`src/rtl/trng_ctrl_pkg.sv`:
```
// trng_ctrl_pkg: shared state encoding, word width and default parameters for the TRNG controller
package trng_ctrl_pkg;
   typedef enum logic [2:0] {
      IDLE    = 3'd0,
      WARMUP  = 3'd1,
      COLLECT = 3'd2,
      HOLD    = 3'd3,
      FAIL    = 3'd4
   } state_e;
   localparam int WORD_W = 32;
   localparam int unsigned DEF_WARMUP_CYCLES = 64;
   localparam int unsigned DEF_SAMPLE_DIV = 4;
   localparam int unsigned DEF_REP_LIMIT = 16;
endpackage

```
`src/rtl/trng_health.sv`:
```
// trng_health: repetition-count health test; fail rises once the identical-sample run reaches REP_LIMIT
module trng_health
   import trng_ctrl_pkg::*;
#(
   parameter int unsigned REP_LIMIT = DEF_REP_LIMIT
) (
   input  logic clk,
   input  logic rst_n,
   input  logic smp,
   input  logic smp_bit,
   input  logic clr,
   output logic fail
);
   logic [7:0] run_q, run_d;
   logic       last_q, last_d;
   logic       fail_q, fail_d;

   always_comb begin
      run_d  = clr ? 8'd0 : run_q;
      last_d = last_q;
      if (smp && !clr) begin
         run_d  = (run_q != 8'd0 && smp_bit == last_q) ? run_q + 8'd1 : 8'd1;
         last_d = smp_bit;
      end
      fail_d = run_d >= 8'(REP_LIMIT);
   end

   always_ff @(posedge clk or negedge rst_n)
      if (!rst_n) begin
         run_q  <= 8'd0;
         last_q <= 1'b0;
         fail_q <= 1'b0;
      end else begin
         run_q  <= run_d;
         last_q <= last_d;
         fail_q <= fail_d;
      end

   assign fail = fail_q;
endmodule

```
`src/rtl/trng_ctrl.sv`:
```
// trng_ctrl: warms up the oscillator, assembles 32-bit words from divided samples and locks out on health failure
module trng_ctrl
   import trng_ctrl_pkg::*;
#(
   parameter int unsigned WARMUP_CYCLES = DEF_WARMUP_CYCLES,
   parameter int unsigned SAMPLE_DIV    = DEF_SAMPLE_DIV,
   parameter int unsigned REP_LIMIT     = DEF_REP_LIMIT
) (
   input  logic              clk,
   input  logic              rst_n,
   input  logic              start,
   input  logic              stop,
   input  logic              clr_fail,
   input  logic              trng_bit,
   output logic              trng_en,
   output logic [WORD_W-1:0] rnd_data,
   output logic              rnd_valid,
   input  logic              rnd_ready,
   output logic              busy,
   output logic              health_fail
);
   localparam int WW = $clog2(WARMUP_CYCLES);
   localparam int CW = $clog2(WORD_W + 1);

   state_e            state_q, state_d;
   logic [WW-1:0]     warm_q, warm_d;
   logic [7:0]        div_q, div_d;
   logic [CW-1:0]     cnt_q, cnt_d;
   logic [WORD_W-1:0] data_q, data_d;
   logic              pend_q, pend_d;
   logic              busy_q, busy_d;
   logic              valid_q, valid_d;
   logic              hf_q, hf_d;
   logic              smp, hclr, hfail;

   trng_health #(.REP_LIMIT(REP_LIMIT)) u_health (
      .clk     (clk),
      .rst_n   (rst_n),
      .smp     (smp),
      .smp_bit (trng_bit),
      .clr     (hclr),
      .fail    (hfail)
   );

   always_comb begin
      state_d = state_q;
      warm_d  = warm_q;
      div_d   = div_q;
      cnt_d   = cnt_q;
      data_d  = data_q;
      pend_d  = pend_q;
      smp     = 1'b0;
      hclr    = 1'b0;
      case (state_q)
         IDLE: begin
            warm_d  = '0;
            state_d = (start && !stop) ? WARMUP : IDLE;
         end
         WARMUP: begin
            hclr   = 1'b1;
            warm_d = warm_q + 1'b1;
            div_d  = 8'd0;
            cnt_d  = '0;
            state_d = stop ? IDLE : (warm_q == WW'(WARMUP_CYCLES - 1)) ? COLLECT : WARMUP;
         end
         COLLECT: begin
            // completion and health verdicts are taken the cycle after the sample that produced them
            if (stop) state_d = IDLE;
            else if (hfail) state_d = FAIL;
            else if (cnt_q == CW'(WORD_W)) state_d = HOLD;
            else begin
               smp    = div_q == 8'(SAMPLE_DIV - 1);
               div_d  = smp ? 8'd0 : div_q + 8'd1;
               cnt_d  = cnt_q + CW'(smp);
               data_d = smp ? {data_q[WORD_W-2:0], trng_bit} : data_q;
            end
         end
         HOLD: begin
            pend_d = pend_q | stop;
            if (valid_q && rnd_ready) begin
               state_d = (pend_q || stop) ? IDLE : COLLECT;
               div_d   = 8'd0;
               cnt_d   = '0;
               pend_d  = 1'b0;
            end
         end
         FAIL: state_d = clr_fail ? IDLE : FAIL;
         default: state_d = IDLE;
      endcase
      busy_d  = state_d inside {WARMUP, COLLECT, HOLD};
      valid_d = state_d == HOLD;
      hf_d    = state_d == FAIL;
   end

   always_ff @(posedge clk or negedge rst_n)
      if (!rst_n) begin
         state_q <= IDLE;
         warm_q  <= '0;
         div_q   <= 8'd0;
         cnt_q   <= '0;
         data_q  <= '0;
         pend_q  <= 1'b0;
         busy_q  <= 1'b0;
         valid_q <= 1'b0;
         hf_q    <= 1'b0;
      end else begin
         state_q <= state_d;
         warm_q  <= warm_d;
         div_q   <= div_d;
         cnt_q   <= cnt_d;
         data_q  <= data_d;
         pend_q  <= pend_d;
         busy_q  <= busy_d;
         valid_q <= valid_d;
         hf_q    <= hf_d;
      end

   assign trng_en     = busy_q;
   assign busy        = busy_q;
   assign rnd_valid   = valid_q;
   assign rnd_data    = data_q;
   assign health_fail = hf_q;
endmodule

```
`config.mk`:
```
export PLATFORM = sky130hd
export DESIGN_NAME = trng_ctrl
export DESIGN_NICKNAME = d
export VERILOG_FILES = /design/src/rtl/trng_ctrl_pkg.sv /design/src/rtl/trng_health.sv /design/src/rtl/trng_ctrl.sv
export SDC_FILE = /design/constraint.sdc
export NUM_CORES = 1
export LEC_CHECK = 0
export CAP_MARGIN = 15
export CORE_UTILIZATION = 55
export CTS_CLUSTER_DIAMETER = 200
export CTS_CLUSTER_SIZE = 10
export DETAILED_ROUTE_END_ITERATION = 10
export PLACE_DENSITY = 0.78
export SLEW_MARGIN = 20
export SYNTH_ARGS = -nofsm -noshare
export SYNTH_HDL_FRONTEND = slang
export SYNTH_SLANG_ARGS = --single-unit
```
`constraint.sdc`:
```
create_clock -name clk -period 3.22 [get_ports clk]
set_clock_uncertainty 0.2 [all_clocks]
set_input_delay 0.644 -clock clk [delete_from_list [all_inputs] [get_ports clk]]
set_output_delay 0.644 -clock clk [all_outputs]
set_load 0.05 [all_outputs]
```
==> results.toml, run 1 <==
[run_status]
outcome = "finished, final reports clean"

[place]
place_area_mm2 = 0.003696
gp_congestion = 0.8296
post-dp-hpwl_um = 4003
numPortBuffers = 42
dp.cells = 390

[synthesis]
synth_edf_count = 0
syn-instance-count = 281
ys_ff_latch = 69
yosysWarnings = 0
yosysTopAreaCellShare = 0.5389
syn_area_per_cell_um2 = 11.40
yosysSeqAreaShare = 0.5389
synth_top_area_cell = "dfrtp_1"
syn-cell-area_mm2 = 0.003204
ys.flop_type = "dfrtp_1"
syn-num-nets = 294
yosys.cell_types.count = 47
synthTopCellsByArea = "dfrtp_1, mux2_2, o21ai_0"
async_flop_share = 1.000

[setup_path]
required_ns = 3.23
endpoint_kind = "register"
worstSetupPathType = "reg2reg"
path_delay_family = "simple AND/OR/NAND/NOR gates"
cp_slowest_cell = "or3_1"
worstPathArrival_ns = 2.82
cp_num_buf_inv = 0
path_common_cell = "or4_1"
worstSetupStartpointType = "register"
cp_max_fo = 9
path_cells = "or4_1, or3_1, nor2_2, mux2_2, or4_1"
cpPeakStageDelay_ns = 0.55

[sta]
setup_tns_ns = 0
tightestPinTransition_ns = 0.7692
fin_crit_sh = 0.8722
rsz0062_at_grt = "no"
setup-violations-final = 0
min_period_ns = 2.809
fmax_mhz = 356.0
drv_slew = 0
slew_headroom = 0.4828
finalHoldViolations = 0

[global_routing]
grt_pass1_wl_um = 10270
gr-total-overflow = 0
grt_start_max_net_pins = 70
antenna_found_initial = 0
grt_pass1_vias = 2195
gr-usage-all-layers = 0.2206

[routing]
drt_iter0_drc = 115
ant_nets = 0
remaining_drc_errors = 0
first_pass_iters = 4
vias_per_cell = 5.571
drt_wl_total_um = 5925
vias = 2262
wire_per_inst_um = 14.59

[clocking]
cts_root_buf = "clkbuf_8"
numCtsBuffers = 9
clk_pin_slew_worst_paths_ns = 0.07
cts-resized-gates = 0
clock_path_buffers = 2
tritoncts = "yes"
cts_sinks = 69
hold_buffers = 0
clk_latency_ns = 0.34
h-tree-depth = 3
post_cts_buffers = 0

[die]
start_util = 0.5749
rows = 27
fp.coreArea_mm2 = 0.005574
die_h_um = 78.33
die-width_um = 78.33
num_io_pins = 43
dieArea_mm2 = 0.006136

[power]
pwr-share-comb = 0.033
power_frac_seq = 0.512
clkPwrFrac = 0.455
peakVddDrop_uv = 281.2
powerDensity_mw_per_mm2 = 436.4
p_int_mw = 1.344
p_total_mw = 1.711
swShare = 0.2143
switchingPower_uw = 366.6
leakage_nw = 1.839

[layout]
fin_nets = 342
design_area_mm2 = 0.003920
syn_to_final_growth_pct = 22.34
drive_gt1_frac = 0.2246
diodes = 0
multi_input_area_mm2 = 0.001383
num-fill-cells = 439
regArea_mm2 = 0.001727
stdcell_count = 406

[hold_path]
hold_class = "in2async"

[flow_run]
max-cap-violations = 0
[stage by stage]
step,hold slack (ns),util,worst slack (ns)
after detailed placement,0.2619,0.6631,0.3923
final,0.1135,0.7033,0.4114
after global placement,0.2565,0.6631,0.4387
after floorplan,0.1484,-,0.5250
after CTS,0.1188,0.7033,0.4213
after global routing,0.1441,0.7033,0.3193
[cells in the final DEF (no fill, tap or decap), drive strengths merged, types with 2 or more instances in the layout]
cell / count
inv: 6
or2: 5
a21oi: 8
xor2: 6
or2b: 2
nor4: 5
or4: 3
and3: 6
a22o: 6
clkinv: 4
a21o: 3
mux2: 34
bufinv: 2
o21ai: 29
nand2: 22
ha: 6
dfrtp: 69
o2111ai: 2
clkbuf: 10
o21a: 2
nand2b: 2
buf: 5
and2: 2
o31ai: 5
nand3: 8
nor3: 4
clkdlybuf4s50: 41
nor3b: 2
nor2: 23
[worst paths after layout]
| path | start | cells past startpoint | slack (ns) | endpoint |
|---|---|---|---|---|
| min in group clk | div_q[7]$_DFFE_PN0P_ | 1 | 0.28 | div_q[7]$_DFFE_PN0P_ |
| worst max-delay path | div_q[3]$_DFFE_PN0P_ | 5 | 0.41 | u_health.fail$_DFF_PN0_ |
| worst min-delay path | rst_n | 2 | 0.11 | rnd_valid$_DFF_PN0_ |
| max in group asynchronous | rst_n | 2 | 2.41 | u_health.run_q[3]$_DFF_PN0_ |
| worst max register to register | div_q[3]$_DFFE_PN0P_ | 5 | 0.41 | u_health.fail$_DFF_PN0_ |
| worst min register to register | div_q[7]$_DFFE_PN0P_ | 1 | 0.28 | div_q[7]$_DFFE_PN0P_ |
[cell families (layout without fill, tap and decap cells)]
family,after synthesis,after routing,share of synthesized area
flip-flops,69,69,0.5389
adder cells (fa/ha/maj),6,6,0.02343
multiplexers,34,34,0.1195
AND/OR/NAND/NOR,88,88,0.1445
XOR/XNOR,6,6,0.01640
buffers and inverters,16,69,0.02968
AO/OA/AOI/OAI,62,62,0.1277
[cell type report]
class / instances / share of cell area
clock buffer: 10 / 0.03511
multi-input combinational: 196 / 0.3527
clock inverter: 6 / 0.02202
sequential: 69 / 0.4405
tap: 72 / 0.02298
timing repair buffer: 46 / 0.1168
inverter: 7 / 0.009895
[power by group through the flow]
stage	clock network, mW	logic (mW)	registers [mW]
after floorplan	0	0.0219	0.892
after global placement	0	0.0573	0.892
after detailed placement	0	0.0581	0.892
after CTS	0.800	0.0584	0.875
after global routing	0.837	0.0645	0.875
final	0.778	0.0573	0.875
[synth_stat cells (2+ instances only)]
cell	count
mux2_2	34
xor2_1	6
dfrtp_1	69
nand2b_1	2
or2b_2	2
and2_1	2
nor2_1	22
o21a_1	2
or2_2	5
o31ai_1	5
ha_1	6
a21oi_1	7
inv_1	6
or4_1	2
buf_4	4
and3_2	2
and3_1	4
a21o_1	2
nand2_1	22
nor4_1	5
nor3_1	3
nand3_1	8
o21ai_0	29
a22o_1	5
o2111ai_1	2
clkbuf_1	4
[flip-flops by register name, indices dropped and copies added (netlist names)]
| register | count |
|---|---|
| busy | 1 |
| cnt_q | 6 |
| div_q | 8 |
| health_fail | 1 |
| pend_q | 1 |
| rnd_data | 32 |
| rnd_valid | 1 |
| state_q | 3 |
| u_health.fail | 1 |
| u_health.last_q | 1 |
| u_health.run_q | 8 |
| warm_q | 6 |
[per-layer routing]
metal / wire (um) / vias to the layer above / GRT usage
met1: 2861 / 1111 / 0.2894
met2: 2801 / 36 / 0.3439
met3: 147 / 11 / 0.04535
met5: 0 / - / 0
met4: 115 / 0 / 0.1222
li1: - / 1104 / -
Power figures use the tool's default switching activity.
==> inputs of run 2 (changes only) <==
--- a/config.mk
+++ b/config.mk
@@ -6,6 +6,7 @@
 export NUM_CORES = 1
 export LEC_CHECK = 0
 export CAP_MARGIN = 15
+export CORE_MARGIN = 2
 export CORE_UTILIZATION = 55
 export CTS_CLUSTER_DIAMETER = 200
 export CTS_CLUSTER_SIZE = 10
==> run 2 against run 1 <==
Effect of this change: largest cell class unchanged; setup slack better by 0.046 ns; worst hold slack gained 0.014 ns; flip-flop and latch count unchanged; clock power fell by 18%; sequential power is essentially flat; register-to-register slack improved by 0.05 ns; critical path depth is the same; cell area down 1.0%; first-iteration DRC count down 8.7%.
==> results.toml, run 2 (same netlist as run 1, synthesis figures left out) <==
[run_status]
outcome = "finished, final reports clean"

[clocking]
h-tree-depth = 3
cts-resized-gates = 0
tritoncts = "yes"
clock_path_buffers = 2
hold_buffers = 0
cts_sinks = 69
cts_root_buf = "clkbuf_8"
clk_latency_ns = 0.35
clk_pin_slew_worst_paths_ns = 0.08
post_cts_buffers = 0
numCtsBuffers = 9

[sta]
tightestPinTransition_ns = 0.7385
setup-violations-final = 0
drv_slew = 0
rsz0062_at_grt = "no"
fmax_mhz = 361.9
setup_tns_ns = 0
whs_ns = 0.1275
min_period_ns = 2.763
slew_headroom = 0.5034
finalHoldViolations = 0
fin_crit_sh = 0.8581

[place]
dp.cells = 390
numPortBuffers = 42
post-dp-hpwl_um = 4157
gp_congestion = 0.7883

[power]
leakage_nw = 1.815
peakVddDrop_uv = 277.8
powerDensity_mw_per_mm2 = 405.5

[routing]
remaining_drc_errors = 0
vias = 2267
ant_nets = 0
drt_iter0_drc = 105
drt_wl_total_um = 5887
first_pass_iters = 4
wire_per_inst_um = 14.50
vias_per_cell = 5.584

[layout]
final_common_cell = "dfrtp_1"
diodes = 0
stdcell_count = 406
syn_to_final_growth_pct = 21.09
fin_nets = 342
largest_reg_flops = 32
most-common-layout-cells = "dfrtp_1, clkdlybuf4s50_1, mux2_2"
utilization = 0.6961
drive_gt1_frac = 0.2246

[die]
fp.coreArea_mm2 = 0.005574
num_io_pins = 43
dieArea_mm2 = 0.006453
die-width_um = 80.33
rows = 27
die_h_um = 80.33
start_util = 0.5749

[global_routing]
grt_pass1_vias = 2131
gr-usage-all-layers = 0.2029
antenna_found_initial = 0
grt_start_max_net_pins = 41
use_met1 = 0.2642
gr-max-usage-layer = "met2"
use_met3 = 0.03483
grt_pass1_wl_um = 9887
gr-total-overflow = 0
grt_use_met2 = 0.3150

[hold_path]
hold_class = "in2async"

[setup_path]
cp_max_fo = 32
r2r-start = "div_q[3]$_DFFE_PN0P_"
endpoint_kind = "register"
required_ns = 3.25
worstSetupPathType = "reg2reg"
crit_start = "div_q[3]$_DFFE_PN0P_"
r2r_slack_ns = 0.46
r2r-end = "rnd_data[7]$_DFFE_PN0P_"
worstPathArrival_ns = 2.79
worstSetupStartpointType = "register"
rr_worst_depth = 5

[flow_run]
max-cap-violations = 0
run 2: how the worst max path moves through the flow:
stage	end	slack, ns	cells after the start
final	rnd_data[7]$_DFFE_PN0P_	0.46	5
after detailed placement	rnd_data[26]$_DFFE_PN0P_	0.36	6
after global routing	rnd_data[7]$_DFFE_PN0P_	0.39	5
after CTS	rnd_data[7]$_DFFE_PN0P_	0.46	5
after global placement	div_q[4]$_DFFE_PN0P_	0.37	6
after floorplan	u_health.fail$_DFF_PN0_	0.53	6
run 2: worst max-delay path, stage by stage, from the launching register on:
cell and delay, ns:
dfrtp_1 0.41, or4_1 0.55, or3_1 0.47, nor2_2 0.23
buf_4 0.39, mux2_2 0.38
run 2: power breakdown:
part | total (mW) | switching [mW] | internal (mW)
registers | 0.875 | 0.00524 | 0.870
logic | 0.0573 | 0.0387 | 0.0186
clock network | 0.641 | 0.337 | 0.304
total | 1.57 | 0.381 | 1.19
run 2: metal layers:
metal	share of wire	wire length, um	up-vias
met5	0	0	-
met1	0.46	2724	1114
li1	-	-	1106
met4	0.022	132	0
met2	0.49	2895	37
met3	0.023	135	10
run 2: area by class of cell:
cell class              instances  area [um^2]
clock inverters                 6        46.29
clock buffers                  10        137.6
well taps                      72        90.09
multi-input cells             196         1383
flip-flops and latches         69         1727
fillers                       432         1694
repair buffers                 46        457.9
inverters                       7        38.79
run 2: through the flow:
| step | area (um^2) | power (mW) | setup slack (ns) |
|---|---|---|---|
| 2_1_floorplan | 3204 | 0.9143 | 0.5250 |
| 3_3_place_gp | 3696 | 0.9494 | 0.3719 |
| 3_5_place_dp | 3696 | 0.9508 | 0.3578 |
| 4_1_cts | 3880 | 1.596 | 0.4614 |
| 5_1_grt | 3880 | 1.638 | 0.3885 |
| 6_report | 3880 | 1.573 | 0.4571 |
==> inputs of run 3 (changes only) <==
--- a/config.mk
+++ b/config.mk
@@ -5,11 +5,11 @@
 export SDC_FILE = /design/constraint.sdc
 export NUM_CORES = 1
 export LEC_CHECK = 0
+export ABC_CLOCK_PERIOD_IN_PS = 3220
 export CAP_MARGIN = 15
 export CORE_MARGIN = 2
 export CORE_UTILIZATION = 55
-export CTS_CLUSTER_DIAMETER = 200
-export CTS_CLUSTER_SIZE = 10
+export CTS_CLUSTER_SIZE = 20
 export DETAILED_ROUTE_END_ITERATION = 10
 export PLACE_DENSITY = 0.78
 export SLEW_MARGIN = 20
==> results of run 3 <==
No change in the layout: final DEF, timing and power equal those of run 2.
